$ cat src/rtl/alu_seq_ctrl_pkg.sv
// Shared ALU op encodings and sequencer state type, used by both the ALU and alu_seq_ctrl.
package alu_seq_ctrl_pkg;

  localparam int DW = 8;

  typedef enum logic [1:0] {
    OP_ADD = 2'b00,
    OP_AND = 2'b01,
    OP_OR  = 2'b10,
    OP_ILL = 2'b11
  } alu_op_e;

  typedef enum logic [2:0] {
    S_IDLE,
    S_LOAD_A,
    S_LOAD_B,
    S_EXEC,
    S_WB
  } state_e;

  function automatic logic op_legal(input logic [1:0] op);
    return op != OP_ILL;
  endfunction

endpackage

$ cat src/rtl/alu_seq_ctrl.sv
// Operand-fetch / execute / writeback sequencer wrapped around an external combinational ALU.
module alu_seq_ctrl
  import alu_seq_ctrl_pkg::*;
(
  input  logic          clk,
  input  logic          rst,
  input  logic          start,
  input  logic [1:0]    op,
  input  logic          use_carry,
  input  logic          src_acc,
  input  logic [DW-1:0] opnd_in,
  input  logic          opnd_valid,
  output logic          opnd_req,
  output logic [DW-1:0] alu_a,
  output logic [DW-1:0] alu_b,
  output logic [1:0]    alu_op,
  output logic          alu_c,
  input  logic [DW-1:0] alu_result,
  input  logic          alu_cout,
  output logic [DW-1:0] acc,
  output logic          flag_c,
  output logic          flag_z,
  output logic          flag_n,
  output logic          busy,
  output logic          done,
  output logic          err
);

  state_e        state_q, state_d;
  logic [DW-1:0] alu_a_q, alu_a_d, alu_b_q, alu_b_d, acc_q, acc_d;
  logic [1:0]    alu_op_q, alu_op_d;
  logic          alu_c_q, alu_c_d, uc_q, uc_d, sa_q, sa_d;
  logic          fc_q, fc_d, fz_q, fz_d, fn_q, fn_d, err_q, err_d;

  always_ff @(posedge clk) begin
    if (rst) state_q <= S_IDLE;
    else     state_q <= state_d;
  end

  always_comb begin
    state_d = state_q;
    case (state_q)
      S_IDLE:   if (start) state_d = !op_legal(op) ? S_IDLE : (src_acc ? S_LOAD_B : S_LOAD_A);
      S_LOAD_A: if (opnd_valid) state_d = S_LOAD_B;
      S_LOAD_B: if (opnd_valid) state_d = S_EXEC;
      S_EXEC:   state_d = S_WB;
      S_WB:     state_d = S_IDLE;
      default:  state_d = S_IDLE;
    endcase
  end

  always_comb begin
    busy     = (state_q != S_IDLE);
    opnd_req = (state_q == S_LOAD_A) || (state_q == S_LOAD_B);
    done     = (state_q == S_WB);
  end

  // Illegal ops touch nothing but the err pulse, so ALU outputs keep their last values.
  always_comb begin
    alu_a_d  = alu_a_q;
    alu_b_d  = alu_b_q;
    alu_op_d = alu_op_q;
    alu_c_d  = alu_c_q;
    uc_d     = uc_q;
    sa_d     = sa_q;
    acc_d    = acc_q;
    fc_d     = fc_q;
    fz_d     = fz_q;
    fn_d     = fn_q;
    err_d    = 1'b0;
    case (state_q)
      S_IDLE: if (start) begin
        if (!op_legal(op)) err_d = 1'b1;
        else begin
          alu_op_d = op;
          uc_d     = use_carry;
          sa_d     = src_acc;
          if (src_acc) alu_a_d = acc_q;
        end
      end
      S_LOAD_A: if (opnd_valid) alu_a_d = opnd_in;
      S_LOAD_B: if (opnd_valid) begin
        alu_b_d = opnd_in;
        alu_c_d = uc_q & fc_q & (alu_op_q == OP_ADD);
      end
      S_WB: begin
        acc_d = alu_result;
        fz_d  = (alu_result == '0);
        fn_d  = alu_result[DW-1];
        if (alu_op_q == OP_ADD) fc_d = alu_cout;
      end
      default: ;
    endcase
  end

  always_ff @(posedge clk) begin
    if (rst) begin
      alu_a_q  <= '0;
      alu_b_q  <= '0;
      alu_op_q <= 2'b00;
      alu_c_q  <= 1'b0;
      uc_q     <= 1'b0;
      sa_q     <= 1'b0;
      acc_q    <= '0;
      fc_q     <= 1'b0;
      fz_q     <= 1'b0;
      fn_q     <= 1'b0;
      err_q    <= 1'b0;
    end else begin
      alu_a_q  <= alu_a_d;
      alu_b_q  <= alu_b_d;
      alu_op_q <= alu_op_d;
      alu_c_q  <= alu_c_d;
      uc_q     <= uc_d;
      sa_q     <= sa_d;
      acc_q    <= acc_d;
      fc_q     <= fc_d;
      fz_q     <= fz_d;
      fn_q     <= fn_d;
      err_q    <= err_d;
    end
  end

  assign alu_a  = alu_a_q;
  assign alu_b  = alu_b_q;
  assign alu_op = alu_op_q;
  assign alu_c  = alu_c_q;
  assign acc    = acc_q;
  assign flag_c = fc_q;
  assign flag_z = fz_q;
  assign flag_n = fn_q;
  assign err    = err_q;

endmodule
$ cat config.mk
export PLATFORM = sky130hd
export DESIGN_NAME = alu_seq_ctrl
export DESIGN_NICKNAME = d
export VERILOG_FILES = /design/src/rtl/alu_seq_ctrl_pkg.sv /design/src/rtl/alu_seq_ctrl.sv
export SDC_FILE = /design/constraint.sdc
export NUM_CORES = 1
export LEC_CHECK = 0
export CORE_MARGIN = 1.5
export CORE_UTILIZATION = 46
export CTS_CLUSTER_SIZE = 8
export DETAILED_ROUTE_END_ITERATION = 10
export PLACE_DENSITY = 0.82
export SLEW_MARGIN = 20
export SYNTH_ARGS = -nofsm -noshare
export SYNTH_HDL_FRONTEND = slang
export SYNTH_SLANG_ARGS = --single-unit
$ cat constraint.sdc
create_clock -name clk -period 3.75 [get_ports clk]
set_input_delay 0.5625 -clock clk [delete_from_list [all_inputs] [get_ports clk]]
set_output_delay 0.5625 -clock clk [all_outputs]
set_load 0.01 [all_outputs]
Yosys cells after proc, flatten, opt, wreduce, memory -nomap -nowiden. Index checks and enable logic that the tools add are counted.

Bitwise operators: 4. Muxes and demuxes: 12. Eq/ne operators: 10. Reduce and logical (&&, ||, !) cells: 12.

Operators by type and width (number): $mux W8 (4); $pmux W8 S2 (1); $ne A2 B2 Y1 const B (6); $pmux W3 S4 (1); $mux W3 (3); $logic_not A8 Y1 (1); $eq A3 B2 Y1 const B (2); $reduce_and A3 Y1 (2); $reduce_and A5 Y1 (1); $mux W2 (2); $reduce_and A2 Y1 (2); $eq A3 B1 Y1 const B (1); $eq A3 B3 Y1 const B (1); $logic_not A3 Y1 (1); $reduce_bool A3 Y1 (1); $reduce_or A3 Y1 (1); $and A1 B1 Y1 (2); $logic_not A2 Y1 (1); $not A1 Y1 (2); $reduce_bool A2 Y1 (1); $logic_or A1 B1 Y1 (1); $mux W1 (1).

Bits in registers: 35. Word-level logic and storage cells: 49.

Longest topological paths before layout. Gate-level depths: netlist of run 1.

Depth in word-level cells: 4. Gate-level depth with buffers: 5. Depth with buffers taken out: 4.

Worst setup path after synthesis of run 1. No wires, ideal clock.

Kind: reg2out. Start point: register state_q[1]. End point: output done. Data arrival time: 1.010 ns. Buffers on the path: 1. Required time: 3.188 ns. Cell stages (with the launch flop): 4. Setup slack: 2.177 ns. Cell sequence: dfxtp_1 > or3b_1 > inv_1 > buf_6.

Cells in the longest elaborated chain, start to end: 1.

Ends and longest elaborated chain: start, declared (RTL line alu_seq_ctrl.sv:29) `state_e state_q, state_d;`; start signal, assigned (RTL line alu_seq_ctrl.sv:37) `else state_q <= state_d;`; $eq A3 B3 Y1 (RTL line alu_seq_ctrl.sv:55) `done = (state_q == S_WB);`; end, declared (RTL line alu_seq_ctrl.sv:25) `output logic done,`.

Every way passes these cells.

Final worst setup path of run 1.
Start point: register state_q[2]. End point: output done.

Same word-level chain as after synthesis.

==> results of run 1 <==
[layer usage]
metal  vias to the layer above  routed length (µm)
li1                        681                   -
met1                       619                1630
met2                        47                1830
met3                         8                 237
met4                         0                  63
met5                         -                   0
[cell usage in the layout (no fill, tap or decap)]
cell,netlist,routed
a211oi_1,16,16
a21boi_1,1,1
a21o_1,1,1
a21oi_1,14,14
and2_1,1,1
and3_1,1,1
and3b_1,1,1
and4bb_1,1,1
buf_4,3,3
clkbuf_4,0,5
clkbuf_8,0,3
clkdlybuf4s50_1,0,58
dfxtp_1,34,34
inv_1,2,2
mux2i_1,17,17
nand2_1,20,20
nand3_1,3,3
nand4_1,1,1
nand4bb_1,1,1
nor2_1,13,13
nor3_1,2,2
nor3b_1,2,2
nor4_1,2,2
nor4b_4,1,1
nor4bb_1,1,1
o21a_1,1,1
o21ai_0,2,2
o22ai_1,1,1
o31ai_1,1,1
o41ai_2,1,1
or3_1,1,1
or3b_1,1,1
or4_1,1,1
or4b_4,1,1
xnor2_1,1,1
[final cells by class]
class,instances,area (µm²),share of cell area (%)
Clock buffer,8,78.8,3.66
Inverter,2,7.51,0.348
Multi-Input combinational cell,110,729,33.9
Sequential cell,34,681,31.6
Tap cell,44,55.1,2.56
Timing Repair Buffer,61,603,28.0
[synthesized netlist by cell type (2+ instances only)]
cell / instances
o21ai_0: 2
a21oi_1: 14
nor3b_1: 2
nand3_1: 3
buf_4: 3
inv_1: 2
buf_2: 3
buf_6: 3
nor2_1: 13
a211oi_1: 16
nand2_1: 20
clkbuf_1: 4
nor4_1: 2
dfxtp_1: 34
nor3_1: 2
mux2i_1: 17
[registers in the layout (all words and copies together), names as in the netlist]
name,cells
acc,8
alu_a,8
alu_b,8
alu_c,1
alu_op,2
err,1
flag_c,1
flag_z,1
state_q,3
uc_q,1
[worst min-delay path, cell delays in order, from the launching register on]
cell and delay, ns:
dfxtp_1 0.33, nand2_1 0.05, a21oi_1 0.05
[power by group]
| group | internal [mW] | total, mW | switching [mW] |
|---|---|---|---|
| combinational | 0.105 | 0.187 | 0.0812 |
| clock | 0.128 | 0.248 | 0.120 |
| sequential | 0.383 | 0.406 | 0.0230 |
| total | 0.616 | 0.841 | 0.224 |
[metrics by stage]
step | setup WS, ns | power [mW] | utilization, %
CTS | 0.842 | 0.844 | 70.0
floorplan | 2.18 | 0.514 | -
detailed placement | 1.24 | 0.601 | 67.4
global placement | 1.27 | 0.595 | 67.4
finish | 0.836 | 0.841 | 70.0
global route | 0.696 | 0.883 | 70.0
[kinds of logic (layout without fill, tap and decap cells)]
family / after synthesis / in the layout
XOR/XNOR: 1 / 1
flip-flops: 34 / 34
buffers and inverters: 16 / 71
multiplexers: 17 / 17
AND/OR/NAND/NOR: 54 / 54
AO/OA/AOI/OAI: 38 / 38
[final timing paths]
kind	from	endpoint	slack, ns	cells past startpoint
hold reg to reg	alu_c	alu_c	0.47	2
hold / removal	alu_c	alu_c	0.47	2
setup / recovery	state_q[2]	done	0.84	3
setup reg to reg	state_q[2]	acc[4]	1.94	4
==> results.toml, run 1 <==
[outcome]
status = "completed"

[synth]
syn_area_per_cell_um2 = 9.42
yosysWarnings = 0
yosys.area_share.simple_pct = 19.8
seq_area_frac_synth_pct = 45.1
syn_area_um2 = 1510
yosys.area.top_type = "dfxtp_1"
synth_compound_area_share_pct = 16.8
muxShareOfSynthArea_pct = 11.3
postSynth.asyncResetShare_pct = 0
ys_types = 36
synth_fp_nets = 185
synth_ff_type = "dfxtp_1"
synth_cells = 160
synth_top_area_share_pct = 45.1
synth_top_family_by_area = "simple AND/OR/NAND/NOR gates"
ys_ff_latch = 34
synth_edf_count = 0
yosys-top-cells-area = "dfxtp_1, mux2i_1, a211oi_1"
synth-xor-area-share_pct = 0.581
synth_fa_ha_area_share_pct = 0

[global_route]
overflow = 0
top_usage_layer = "met2"
grt_util_met3_pct = 8.23
grt_pass1_wl_mm = 5.92
use_met1_pct = 28.9
first_global_vias = 1273
grt_max_degree = 34
antenna_found_initial = 0
use_met2_pct = 35.2
grt_usage_pct = 22.8

[cts]
h-tree-depth = 2
clock_latency_ns = 0.34
cts_inserted_buffers = 5
clock-root-buffer = "clkbuf_4"
post_cts_buffers = 0
ctsLongestPathBuffers = 2
cts_num_sinks = 34
hold_buffers = 0
tritoncts = "done"
cts_resized = 0
path_clk_slew_ns = 0.10

[pwr]
power_density_nw_per_um2 = 390
power.leakage_nw = 0.745
ir_worst_vdd_v = 0.000302

[sta]
timing.final.crit_share_pct = 77.7
max_slew_margin_pct = 50.7
fin_crit_ns = 2.91
tightest_slew_ns = 0.737
slew_violations = 0
max_clock_freq_ghz = 0.343
setup_viol = 0
final_hold_viol_count = 0
finClkSkew_ns = 0.0119
whs_ns = 0.466
rsz0062_at_grt = "no"
tns_ns = 0

[setup_path]
crit_path_max_fanout = 11
path_class = "flop to output pin"
max_stage_delay_ns = 0.63
cpLargestDelayFamily = "buffers and inverters"
crit_slowest_cell = "clkdlybuf4s50_1"
cp-start-kind = "flop"
crit_arrival_ns = 2.35
worstSetupEndpointType = "output pin"
critical_path.cell_chain = "or3b_1, inv_1, clkdlybuf4s50_1"
path_buf_inv = 2
crit_required_ns = 3.19

[floorplan]
row_count = 20
placeableCoreArea_um2 = 3080
die_height_um = 60.3
die_w_um = 60.3
io_pins = 59
floorplan.initialDensity_pct = 49.0
design.die.area_um2 = 3630

[layout]
fin_cells = 259
nFillCells = 258
stdcell_area_um2 = 2150
diodes = 0
drive_gt1_share_pct = 6.51
syn_to_final_growth_pct = 42.9
nNetsFinal = 239

[placement]
place_congestion = 0.794
place_hpwl_mm = 2.80
port_buffers = 58
placed_cell_area_um2 = 2080
dpl.cell_count = 251

[job]
cap_violations = 0

[drt]
vias_per_cell = 5.23
via_count = 1355
wire_per_inst_um = 14.5
firstDrtPassIters = 4
drt-total-wl_mm = 3.77
ant_nets = 0
drt_iter0_drc = 36
drt_drc_violations_left = 0

[worst_hold_path]
hold_path.class = "flop to flop"
No activity file was read; power rests on OpenSTA's default activity.
==> run 2: changes to the inputs <==
--- a/config.mk
+++ b/config.mk
@@ -6,10 +6,10 @@
 export NUM_CORES = 1
 export LEC_CHECK = 0
 export CORE_MARGIN = 1.5
-export CORE_UTILIZATION = 46
+export CORE_UTILIZATION = 39
 export CTS_CLUSTER_SIZE = 8
 export DETAILED_ROUTE_END_ITERATION = 10
-export PLACE_DENSITY = 0.82
+export PLACE_DENSITY = 0.74
 export SLEW_MARGIN = 20
 export SYNTH_ARGS = -nofsm -noshare
 export SYNTH_HDL_FRONTEND = slang
==> constraint.sdc (replaced) <==
create_clock -name clk -period 2.4 [get_ports clk]
set_input_delay 0.36 -clock clk [delete_from_list [all_inputs] [get_ports clk]]
set_output_delay 0.36 -clock clk [all_outputs]
set_load 0.01 [all_outputs]
==> results.toml, run 2 (same netlist as run 1, synthesis figures left out) <==
[layout]
layout_commonest_cell = "clkdlybuf4s50_1"
diodes = 0
fin_cells = 265
regArea_um2 = 682
nFillCells = 350
most-common-layout-cells = "clkdlybuf4s50_1, dfxtp_1, nand2_1"
syn_to_final_growth_pct = 45.6
drive_gt1_share_pct = 7.83
multi_input_area_um2 = 729
nNetsFinal = 243

[sta]
whs_ns = 0.459
rsz0062_at_grt = "no"
final_hold_viol_count = 0
max_slew_margin_pct = 64.7
tns_ns = 0
finClkSkew_ns = 0.00713
max_clock_freq_ghz = 0.445
tightest_slew_ns = 0.527
fin_crit_ns = 2.24
timing.final.crit_share_pct = 93.5
setup_viol = 0
slew_violations = 0

[setup_path]
cpLargestDelayFamily = "buffers and inverters"
cp-startpoint = "state_q[1]"
cp-start-kind = "flop"
path_class = "flop to output pin"
r2r-start = "state_q[1]"
max_stage_delay_ns = 0.54
crit_path_max_fanout = 14
crit_arrival_ns = 1.88
crit_required_ns = 2.04
path_buf_inv = 2
crit_slowest_cell = "clkdlybuf4s50_1"
worstSetupEndpointType = "output pin"
critical_path.cell_chain = "or3b_1, inv_1, clkdlybuf4s50_1"

[floorplan]
die_w_um = 65.2
io_pins = 59
placeableCoreArea_um2 = 3690
floorplan.initialDensity_pct = 40.9
die_height_um = 65.2
row_count = 22
design.die.area_um2 = 4250

[drt]
firstDrtPassIters = 4
drt-total-wl_mm = 3.92
vias_per_cell = 5.21
wire_per_inst_um = 14.8
drt_drc_violations_left = 0
ant_nets = 0
drt_iter0_drc = 83
via_count = 1380

[worst_hold_path]
min-delay-start = "alu_b[3]"
hold_path.class = "flop to flop"

[global_route]
first_global_vias = 1353
overflow = 0
antenna_found_initial = 0
grt_util_met3_pct = 4.62
grt_usage_pct = 19.4
grt_max_degree = 33
top_usage_layer = "met2"
grt_pass1_wl_mm = 6.21
use_met1_pct = 23.5
use_met2_pct = 31.3

[cts]
cts_inserted_buffers = 5
clock-root-buffer = "clkbuf_8"
ctsLongestPathBuffers = 2
clock_latency_ns = 0.28
h-tree-depth = 2
hold_buffers = 0
cts_num_sinks = 34
tritoncts = "done"
path_clk_slew_ns = 0.07

[outcome]
status = "completed"

[placement]
place_congestion = 0.838
dpl.cell_count = 259
port_buffers = 58
place_hpwl_mm = 2.93

[pwr]
power_density_nw_per_um2 = 613
ir_worst_vdd_v = 0.000357
power.leakage_nw = 0.765

[job]
cap_violations = 0
## run 2: worst paths after layout
check / endpoint / slack (ns) / depth (start not counted)
max: done / 0.16 / 3
min: alu_b[3] / 0.46 / 2
min reg2reg: alu_b[3] / 0.46 / 2
max reg2reg: acc[5] / 0.75 / 5
## run 2: worst register-to-register path, cell delays in order (launching register included)
cell and delay, ns:
dfxtp_1 0.45, or3b_1 0.50, inv_1 0.11, buf_4 0.20, mux2i_1 0.21, nor2_1 0.05
## run 2: through the flow
step | instance area [µm²] | power, mW | worst slack, ns | util (%)
2_1_floorplan | 1510 | 0.803 | 1.02 | -
3_3_place_gp | 2110 | 0.942 | 0.455 | 57.2
3_5_place_dp | 2110 | 0.950 | 0.423 | 57.2
4_1_cts | 2190 | 1.36 | 0.0945 | 59.5
5_1_grt | 2190 | 1.41 | 0.0756 | 59.5
6_report | 2190 | 1.35 | 0.155 | 59.5
## run 2: report_power, final
group | total [mW] | leakage (nW) | internal [mW] | switching (mW)
sequential | 0.628 | 0.277 | 0.599 | 0.0291
clock | 0.408 | 0.0431 | 0.221 | 0.187
combinational | 0.309 | 0.445 | 0.172 | 0.137
total | 1.35 | 0.765 | 0.992 | 0.353
## run 2: repair_timing
| item | in CTS | in global routing |
|---|---|---|
| buffers inserted | 0 | 0 |
| gates resized for setup | 0 | 1 |
| endpoints found under the setup margin | 0 | 1 |
## run 2: layout make-up
cell class	instances	share of cell area, %
Clock buffer	6	3.76
Tap cell	48	2.74
Sequential cell	34	31.1
Multi-Input combinational cell	110	33.2
Timing Repair Buffer	65	28.8
Inverter	2	0.342
## run 2: metal layers
metal  wire length [µm]  part of all wire, %
met1               1790                   46
met2               1890                   48
met3                206                  5.3
met4                 32                 0.82
met5                  0                    0
